--- config.mk ---
export PLATFORM = sky130hd
export DESIGN_NAME = fifo_v2
export DESIGN_NICKNAME = d
export VERILOG_FILES = /design/src/rtl/fifo_v2.sv
export SDC_FILE = /design/constraint.sdc
export NUM_CORES = 1
export LEC_CHECK = 0
export CAP_MARGIN = 20
export CORE_MARGIN = 2
export CORE_UTILIZATION = 51
export CTS_BUF_LIST = sky130_fd_sc_hd__clkbuf_4
export CTS_CLUSTER_DIAMETER = 120
export DETAILED_ROUTE_END_ITERATION = 8
export PLACE_DENSITY = 0.76
export SYNTH_ARGS = -nofsm -noshare
export SYNTH_HDL_FRONTEND = slang
export SYNTH_SLANG_ARGS = --single-unit
--- constraint.sdc ---
create_clock -name clk -period 2.7 [get_ports clk]
set_input_delay 0.54 -clock clk [delete_from_list [all_inputs] [get_ports clk]]
set_output_delay 0.54 -clock clk [all_outputs]
set_load 0.02 [all_outputs]
--- src/rtl/fifo_v2.sv ---
// Synchronous FIFO with runtime almost-full/almost-empty thresholds, sticky error flags and flush.
// Latency: FWFT=0 gives data_out one edge after the accepted pop; FWFT=1 shows the head word one cycle after it is written.
// Backpressure: a push on full is dropped (overflow) unless a pop is accepted in the same cycle; a pop on empty is dropped (underflow).
module fifo_v2 #(
    parameter int DATA_WIDTH = 8,
    parameter int DEPTH      = 16,
    parameter int FWFT       = 0,
    localparam int CW        = $clog2(DEPTH + 1)
) (
    input  logic                  clk,
    input  logic                  rst_n,
    input  logic                  push,
    input  logic                  pop,
    input  logic                  clr,
    input  logic [DATA_WIDTH-1:0] data_in,
    input  logic [CW-1:0]         af_level,
    input  logic [CW-1:0]         ae_level,
    output logic [DATA_WIDTH-1:0] data_out,
    output logic [CW-1:0]         count,
    output logic                  full,
    output logic                  empty,
    output logic                  almost_full,
    output logic                  almost_empty,
    output logic                  overflow,
    output logic                  underflow
);

    localparam int PW = (DEPTH > 1) ? $clog2(DEPTH) : 1;
    localparam logic [PW-1:0] LAST = PW'(DEPTH - 1);

    logic [DATA_WIDTH-1:0] mem [DEPTH];
    logic [PW-1:0]         wr_ptr;
    logic [PW-1:0]         rd_ptr;
    logic                  pop_acc;
    logic                  push_acc;

    assign full         = (count == CW'(DEPTH));
    assign empty        = (count == '0);
    assign almost_full  = (count >= af_level);
    assign almost_empty = (count <= ae_level);

    // A pop frees a slot in the same cycle, so push on full succeeds alongside it.
    assign pop_acc  = pop && !empty;
    assign push_acc = push && (!full || pop_acc);

    always_ff @(posedge clk or negedge rst_n) begin
        if (!rst_n) begin
            wr_ptr    <= '0;
            rd_ptr    <= '0;
            count     <= '0;
            overflow  <= 1'b0;
            underflow <= 1'b0;
        end else if (clr) begin
            wr_ptr    <= '0;
            rd_ptr    <= '0;
            count     <= '0;
            overflow  <= 1'b0;
            underflow <= 1'b0;
        end else begin
            if (push_acc) begin
                wr_ptr <= (wr_ptr == LAST) ? '0 : wr_ptr + 1'b1;
            end
            if (pop_acc) begin
                rd_ptr <= (rd_ptr == LAST) ? '0 : rd_ptr + 1'b1;
            end
            case ({push_acc, pop_acc})
                2'b10:   count <= count + 1'b1;
                2'b01:   count <= count - 1'b1;
                default: count <= count;
            endcase
            overflow  <= overflow  | (push && !push_acc);
            underflow <= underflow | (pop && empty);
        end
    end

    // Storage is deliberately not reset; occupancy alone defines what is valid.
    always_ff @(posedge clk) begin
        if (push_acc && !clr) begin
            mem[wr_ptr] <= data_in;
        end
    end

    generate
        if (FWFT != 0) begin : g_fwft
            assign data_out = empty ? '0 : mem[rd_ptr];
        end else begin : g_std
            always_ff @(posedge clk or negedge rst_n) begin
                if (!rst_n) begin
                    data_out <= '0;
                end else if (clr) begin
                    data_out <= '0;
                end else if (pop_acc) begin
                    data_out <= mem[rd_ptr];
                end
            end
        end
    endgenerate

endmodule

==> metrics.md, run 1 <==
| Metric | Value |
|---|---|
| Status | `completed` |
| Commonest cells after routing, fill and taps aside | `edfxtp_1 (128), clkdlybuf4s50_1 (37), nor2_1 (33)` |
| Main synth FF type | `edfxtp_1` |
| Congestion Overflow GR | `0` |
| Tot GR Track Use | `20.0%` |
| Slew headroom | `around two thirds` |
| Critical path class | `reg -> reg` |
| Critical path peak fanout | `3` |
| Initial core utilization | `51.6%` |
| Final hold viol count | `0` |
| ANT cells | `0` |
| Reg power frac | `a little under half` |
| Register area share after synthesis | `68.4%` |
| Largest net degree at the start of global routing | `37` |
| Overall power | `around 5600 µW` |
| Initial antenna violation count | `0` |
| Ys Warns | `0` |
| Final Setup Violations | `0` |
| First-pass GRT wire length | `between 15000 and 20000 µm` |
| TritonCTS buffer count | `17` |
| Final worst slack | `approximately 85 ps` |
| Net Sw Frac | `about 30%` |
| Tightest Hold Check Type | `in -> async` |
| Top-area cell type share of the netlist area | `between 50% and 60%` |
| Row count | `between 40 and 50` |
| Detail Route Antenna Nets | `0` |
| Slew @ Worst Pin | `between 500 and 600 ps` |
| Root buffer cell | `clkbuf_4` |
| Max Root-Sink Buffers | `2` |
| Final net count | `493` |
| Worst path arrival time | `3040 ps` |
| H-tree depth | `4` |
| Layout cells sized above 1 | `roughly a quarter` |
| Pre-CTS setup slack | `-356 ps` |
| DR vias | `between 3000 and 4000` |
| Sw Pwr | `1690 µW` |
| Clk_lat worst skew | `roughly 540 ps` |
| P_leak | `0.00262 µW` |
| Fmax | `~380 MHz` |
| Worst VDD drop | `0.622 mV` |
| Vias in the first global route | `between 3000 and 4000` |
| Final HPWL DP | `approximately 8200 µm` |
| Mean Syn Cell Area | `17.1 µm²` |
| Clk slew on worst S/H paths | `140 ps` |
| Sink Count | `~150` |
| Clock Power Share | `between 20 and 30%` |
| Die area | `approximately 14000 µm²` |
| Synthesized cell area | `between 6000 and 7000 µm²` |
| EDFF count, synth | `between 100 and 150` |
| Routed wire length per instance | `~20 µm` |
| PortBufs | `between 40 and 50` |
| CTS Hold Bufs | `0` |
| Post-synthesis async set-or-reset flop share | `approximately 15%` |
| P&R area growth vs syn | `18.4%` |
| Worst endpoint required time | `roughly 3100 ps` |
| Chip width | `roughly 120 µm` |
| Die H | `roughly 120 µm` |
| Drt initial violations | `320` |
| Post-Syn Nets | `420` |
| # IOs | `between 40 and 50` |
| DRT Wirelength | `12600 µm` |
| Post-synth top area cell | `edfxtp_1` |
| Internal power | `3940 µW` |
| Uppermost layer routed | `met4` |
| PwrDens | `between 700 and 800 nW/µm²` |
| Top cells by area, synth | `edfxtp_1 (59%), mux4_2 (11%), dfrtp_1 (8.9%)` |
| Routed met2 length | `6510 µm` |
| Vias/cell | `between 5 and 6` |
| WL met3 | `between 800 and 900 µm` |
| Commonest non-fill, non-tap cell in the layout | `edfxtp_1` |
| Met1 wire length | `5020 µm` |
| Mapped Cells | `between 300 and 400` |
| Final Skew | `approximately 19 ps` |
| Yosys cell types | `41` |
| DRC violations left | `0` |
| Ratio of final minimum period to clock period | `a little over nine tenths` |
| CTS tree | `done` |
| Iteration count of the initial detailed-routing pass | `4` |
| Synth Register Bits | `151` |
| Final GP Congestion | `0.786` |
| Fin crit period | `~2600 ps` |
| Critical path endpoint category | `flip-flop` |
| Max-cap violations | `0` |
| Worst R2R Path Depth | `10` |
| Fill count | `952` |
| Worst Setup Start Kind | `flip-flop` |
| Final number of max-transition violations | `0` |
| Core ar. | `between 10000 and 15000 µm²` |
| Gate power share | `roughly a quarter` |
==> flip-flops by register name, indices dropped and copies added, names as in the netlist <==
register / count
wr_ptr: 4
underflow: 1
rd_ptr: 4
mem: 128
data_out: 8
count: 5
overflow: 1
==> synth_stat cells (all sizes together), types with 4 or more instances <==
| library cell | number |
|---|---|
| inv | 16 |
| nand2b | 6 |
| mux2 | 4 |
| xor2 | 4 |
| nand2 | 13 |
| o221ai | 8 |
| buf | 13 |
| nand3b | 9 |
| clkbuf | 7 |
| edfxtp | 128 |
| ha | 18 |
| nor3 | 4 |
| o21ai | 7 |
| mux2i | 19 |
| mux4 | 32 |
| dfrtp | 23 |
| nor2 | 34 |
| a21oi | 11 |
==> per-stage QoR <==
| step | std cells | setup TNS (ps) | hold WS, ps | utilization (%) | instance area [µm²] |
|---|---|---|---|---|---|
| final | 636 | 0 | 346 | 61.1 | 7650 |
| after global routing | 636 | -9.51 | 335 | 61.1 | 7650 |
| after CTS | 635 | -12.2 | 318 | 60.2 | 7540 |
| after floorplan | 378 | 0 | 244 | - | 6470 |
| after detailed placement | 603 | -560 | 520 | 57.9 | 7250 |
| after global placement | 603 | -481 | 481 | 57.9 | 7250 |
==> per-layer routing <==
layer  global-route usage, %  up-vias
met2                    33.4      118
li1                        -     1623
met5                       0        -
met1                    26.4     1772
met3                    4.41       20
met4                    6.75        0
==> power groups by stage <==
stage                     Sequential [µW]  Combinational (µW)  Clock (µW)
final                                2680                1500        1450
after global routing                 2690                1640        1590
after CTS                            2680                1430        1490
after detailed placement             2730                1450           0
after global placement               2720                1390           0
after floorplan                      2800                 849           0
==> cells by family after synthesis <==
family	count (synthesis)	share of synthesized area, %
flip-flops	151	68.4
AND/OR/NAND/NOR	75	5.69
multiplexers	55	14.8
AO/OA/AOI/OAI	37	4.16
buffers and inverters	36	2.54
adder cells (fa/ha/maj)	19	3.79
XOR/XNOR	5	0.677
==> final cells by class <==
class                           instances  area (µm²)  area share, %
Timing Repair Buffer                   74         687           8.98
Multi-Input combinational cell        191        1950           25.5
Clock inverter                         15         183           2.39
Sequential cell                       151        4420           57.8
Clock buffer                           17         128           1.67
Tap cell                              172         215           2.81
Inverter                               16        65.1          0.850
==> repair_timing <==
item,in CTS,in global routing
gates resized for setup,20,15
gates cloned,0,0
pin swaps,0,4
setup buffers,0,0
setup endpoints to repair,4,4
==> critical path, stage by stage, from the launching register on <==
cell	delay (ps)
dfrtp_2	430
or4_4	550
o21a_1	210
nand2b_1	120
inv_1	110
ha_1	290
a21o_1	200
a21oi_2	160
xor2_1	150
nor2_1	50
mux2_2	260
==> final timing paths <==
path | startpoint | to | slack, ps
min in group clk | underflow | underflow | 540
worst min-delay path | rst_n | count[4] | 350
worst max-delay path | count[1] | count[3] | 80
worst max register to register | count[1] | count[3] | 80
worst min register to register | underflow | underflow | 540
max in group asynchronous | rst_n | count[1] | 2080
(Power assumes the default switching activity.)
==> run 2: changes to the inputs <==
CTS_CLUSTER_SIZE = 20   (was not set)
SLEW_MARGIN = 5   (was not set)
==> results of run 2 <==
No change in the layout: final DEF, timing and power equal those of run 1.
==> patch, RTL diff (settings of run 2) <==
Register the output `overflow` once more, with the module's reset; this adds one clock of latency there. The other outputs are not delayed to match. Comments in the files are not updated.
--- a/src/rtl/fifo_v2.sv
+++ b/src/rtl/fifo_v2.sv
@@ -28,6 +28,8 @@
     localparam int PW = (DEPTH > 1) ? $clog2(DEPTH) : 1;
     localparam logic [PW-1:0] LAST = PW'(DEPTH - 1);
 
+    logic overflow_s0;
+
     logic [DATA_WIDTH-1:0] mem [DEPTH];
     logic [PW-1:0]         wr_ptr;
     logic [PW-1:0]         rd_ptr;
@@ -48,13 +50,13 @@
             wr_ptr    <= '0;
             rd_ptr    <= '0;
             count     <= '0;
-            overflow  <= 1'b0;
+            overflow_s0 <= 1'b0;
             underflow <= 1'b0;
         end else if (clr) begin
             wr_ptr    <= '0;
             rd_ptr    <= '0;
             count     <= '0;
-            overflow  <= 1'b0;
+            overflow_s0 <= 1'b0;
             underflow <= 1'b0;
         end else begin
             if (push_acc) begin
@@ -68,7 +70,7 @@
                 2'b01:   count <= count - 1'b1;
                 default: count <= count;
             endcase
-            overflow  <= overflow  | (push && !push_acc);
+            overflow_s0 <= overflow_s0 | (push && !push_acc);
             underflow <= underflow | (pop && empty);
         end
     end
@@ -96,5 +98,13 @@
         end
     endgenerate
 
+    always_ff @(posedge clk or negedge rst_n) begin
+        if (!rst_n) begin
+            overflow <= '0;
+        end else begin
+            overflow <= overflow_s0;
+        end
+    end
+
 endmodule
 
Formal check against the unedited RTL: no difference found for any inputs over 4 cycles, from zero or initial values and one cycle with rst_n low; that may be too few to reach the edited logic, so the function may still have changed.
==> patch against run 2 <==
  * Total power up 2.8%
  * Synthesized cell count up 1.1%
  * Routed wire length up 3.5%
  * Sequential cell count up 1
  * Synthesized area up 0.99%
  * Design area up 2.3%
  * Worst setup slack worse by 0.0063 ns
  * Die area up 0.95%
  * Critical path depth up 1
  * Critical path type unchanged
  * Largest power group unchanged
==> patch: results (changes against run 2) <==
[cts]
cts.root.buffer_cell=sky130_fd_sc_hd__clkbuf_4
cts_buffer_depth=2  ; unchanged
htree_levels=4  ; unchanged
cts_inserted_buffers=17  ; unchanged
cts.clk_slew.worst_paths_ns=0.13
clock_insertion_delay_worst_skew_ns=0.53

[synth]
synth.net_count=424  ; +0.95%
largest_cells_by_area_after_synthesis=sky130_fd_sc_hd__edfxtp_1 (59%), sky130_fd_sc_hd__mux4_2 (11%), sky130_fd_sc_hd__dfrtp_1 (9.2%), sky130_fd_sc_hd__ha_1 (3.4%), sky130_fd_sc_hd__mux2i_1 (2.6%)
total_of_warnings_raised_by_yosys=0  ; unchanged
synth_xor_area_frac=0.006708  ; -0.00006621
share_of_cell_area_taken_by_muxes_after_synthesis=0.1474  ; -0.0004870
synth_compound_area_frac=0.04427  ; +0.002660
synth_edf_count=128  ; unchanged
synth_top_flop_cell=sky130_fd_sc_hd__edfxtp_1
netlist_instances=382  ; +1.1%
synth_cell_type_count=40  ; -2.4%
async_flop_share=0.1579  ; +0.005577
synthTopCellsByCount=sky130_fd_sc_hd__edfxtp_1 (128), sky130_fd_sc_hd__mux4_2 (32), sky130_fd_sc_hd__nor2_1 (31)
yosysSeqAreaShare=0.6807  ; -0.002848
synth_fa_ha_area_frac=0.03756  ; -0.0003708

[setup_path]
critical_path_arrival_ns=3.04  ; about the same
regToRegEndpoint=count[4]
crit_slowest_cell=sky130_fd_sc_hd__or4_4
reg2reg_depth=11  ; +1
critical_path.max_stage_delay_ns=0.55  ; about the same
crit-reg2reg-launch=count[0]

[detailed_routing]
detail_route.iter0.violations=277  ; -13%
met3_wirelength_um=802  ; -6.7%
dr.max_layer_used=met4
route.met2.wl_mm=6.782  ; +4.2%
route.vias.total=3651  ; +3.3%
detail_route.wl_per_cell_um=20.17  ; +1.6%
drt_pre_antenna_iters=5  ; +1
routed_length_on_met1_mm=5.256  ; +4.7%

[global_routing]
grt_pass1_wl_mm=19.87  ; +2.7%
grt_max_degree=27  ; -27%
via_count_of_the_first_global_routing_pass=3640  ; +2.6%
grt_util_all_layers=0.2026  ; +0.002590
number_of_antenna_violations_at_the_first_check_in_global_routing=0  ; unchanged

[place]
place_inst=615  ; +2.0%
dp_hpwl_mm=8.787  ; +7.2%
globalplace.congestion=0.8527  ; +8.5%
port-buffer-count=41  ; unchanged

[worst_hold_path]
min-delay-path-class=flop to flop
holdPathStages=0
timing.hold.worst.start=overflow_s0
min_delay_worst_endpoint=overflow

[sta]
worstMarginPinSlew_ns=1.013  ; +0.4877 ns
fin_worst_skew_ns=0.01956  ; +0.0007240 ns
fin_worst_hold_slack_ns=0.4054  ; +0.05914 ns

[outcome]
outcome=complete, no violations

[cells_and_area]
layoutNonFillerInstCount=648  ; +1.9%
num-nets-final=505  ; +2.4%
diodes=0  ; unchanged
top_regs=mem: 128 flops, data_out: 8 flops, count: 5 flops
fillerInstances=902  ; -5.3%
final_layout_size_suffix_gt1_frac=0.2878  ; +0.02488

[power]
static-leakage-power_nw=2.732  ; +4.4%
vdd.ir_drop.worst_uv=671.1  ; +7.9%
internal_power_mw=4.145  ; +5.1%

## patch: cells by family (layout without fill, tap and decap cells)
family,Yosys count,count (layout)
AOI/OAI and AO/OA,39,39
xor gates and xnor gates,5,5
adders and majority gates,19,19
buffers and inverters,36,130
DFF,152,152
muxes,54,54
and+or+nand+nor,77,77
## patch: cell type report
cell class,instances,share of cell area
sequential,152,0.5682
multi-input combinational,194,0.2593
timing repair buffer,83,0.09492
tap,172,0.02748
clock inverter,13,0.02429
clock buffer,19,0.01822
inverter,15,0.007510
## patch: worst max-delay path, delay by kind of cell, from the launching register on
| family | cells | cell delay [ns] |
|---|---|---|
| mux | 1 | 0.31 |
| fa+ha+maj | 1 | 0.29 |
| buf+inv | 2 | 0.15 |
| flops | 1 | 0.43 |
| compound gates | 4 | 0.65 |
| simple gates | 3 | 0.68 |
## patch: power by group through the flow
| stage | Clock, mW | Sequential [mW] | Combinational [mW] |
|---|---|---|---|
| finish | 1.59 | 2.73 | 1.47 |
| detailed placement | 0 | 2.78 | 1.39 |
| floorplan | 0 | 2.82 | 0.817 |
| global route | 1.69 | 2.75 | 1.60 |
| CTS | 1.61 | 2.73 | 1.42 |
| global placement | 0 | 2.78 | 1.34 |
## patch: what timing repair did
item / CTS / global route
endpoints found under the setup margin: 5 / 5
setup buffers: 0 / 1
pin swaps: 1 / 8
gates cloned: 0 / 0
gates resized for setup: 21 / 14
## patch: metal layers
metal / GRT usage / vias to the layer above
li1: - / 1640
met1: 0.2593 / 1860
met2: 0.3429 / 134
met3: 0.04634 / 17
met4: 0.07294 / 0
met5: 0 / -
## patch: worst max path at each step
stage           startpoint      endpoint  slack (ns)  depth (start not counted)
2_1_floorplan     count[3]      count[4]       0.008                         11
3_3_place_gp   ae_level[1]  almost_empty       -0.36                          9
3_5_place_dp   ae_level[1]  almost_empty       -0.43                          9
4_1_cts           count[0]   almost_full      0.0008                          9
5_1_grt           count[0]   almost_full       -0.01                          9
6_report          count[0]      count[4]        0.08                         11
## patch: metrics by stage
step | instance area, µm² | utilization | power, mW | worst slack [ns]
floorplan | 6564 | - | 3.640 | 0.007868
global placement | 7421 | 0.5904 | 4.121 | -0.3560
detailed placement | 7421 | 0.5904 | 4.168 | -0.4337
CTS | 7774 | 0.6185 | 5.762 | 0.0007820
global route | 7830 | 0.6230 | 6.038 | -0.01278
finish | 7830 | 0.6230 | 5.787 | 0.07832
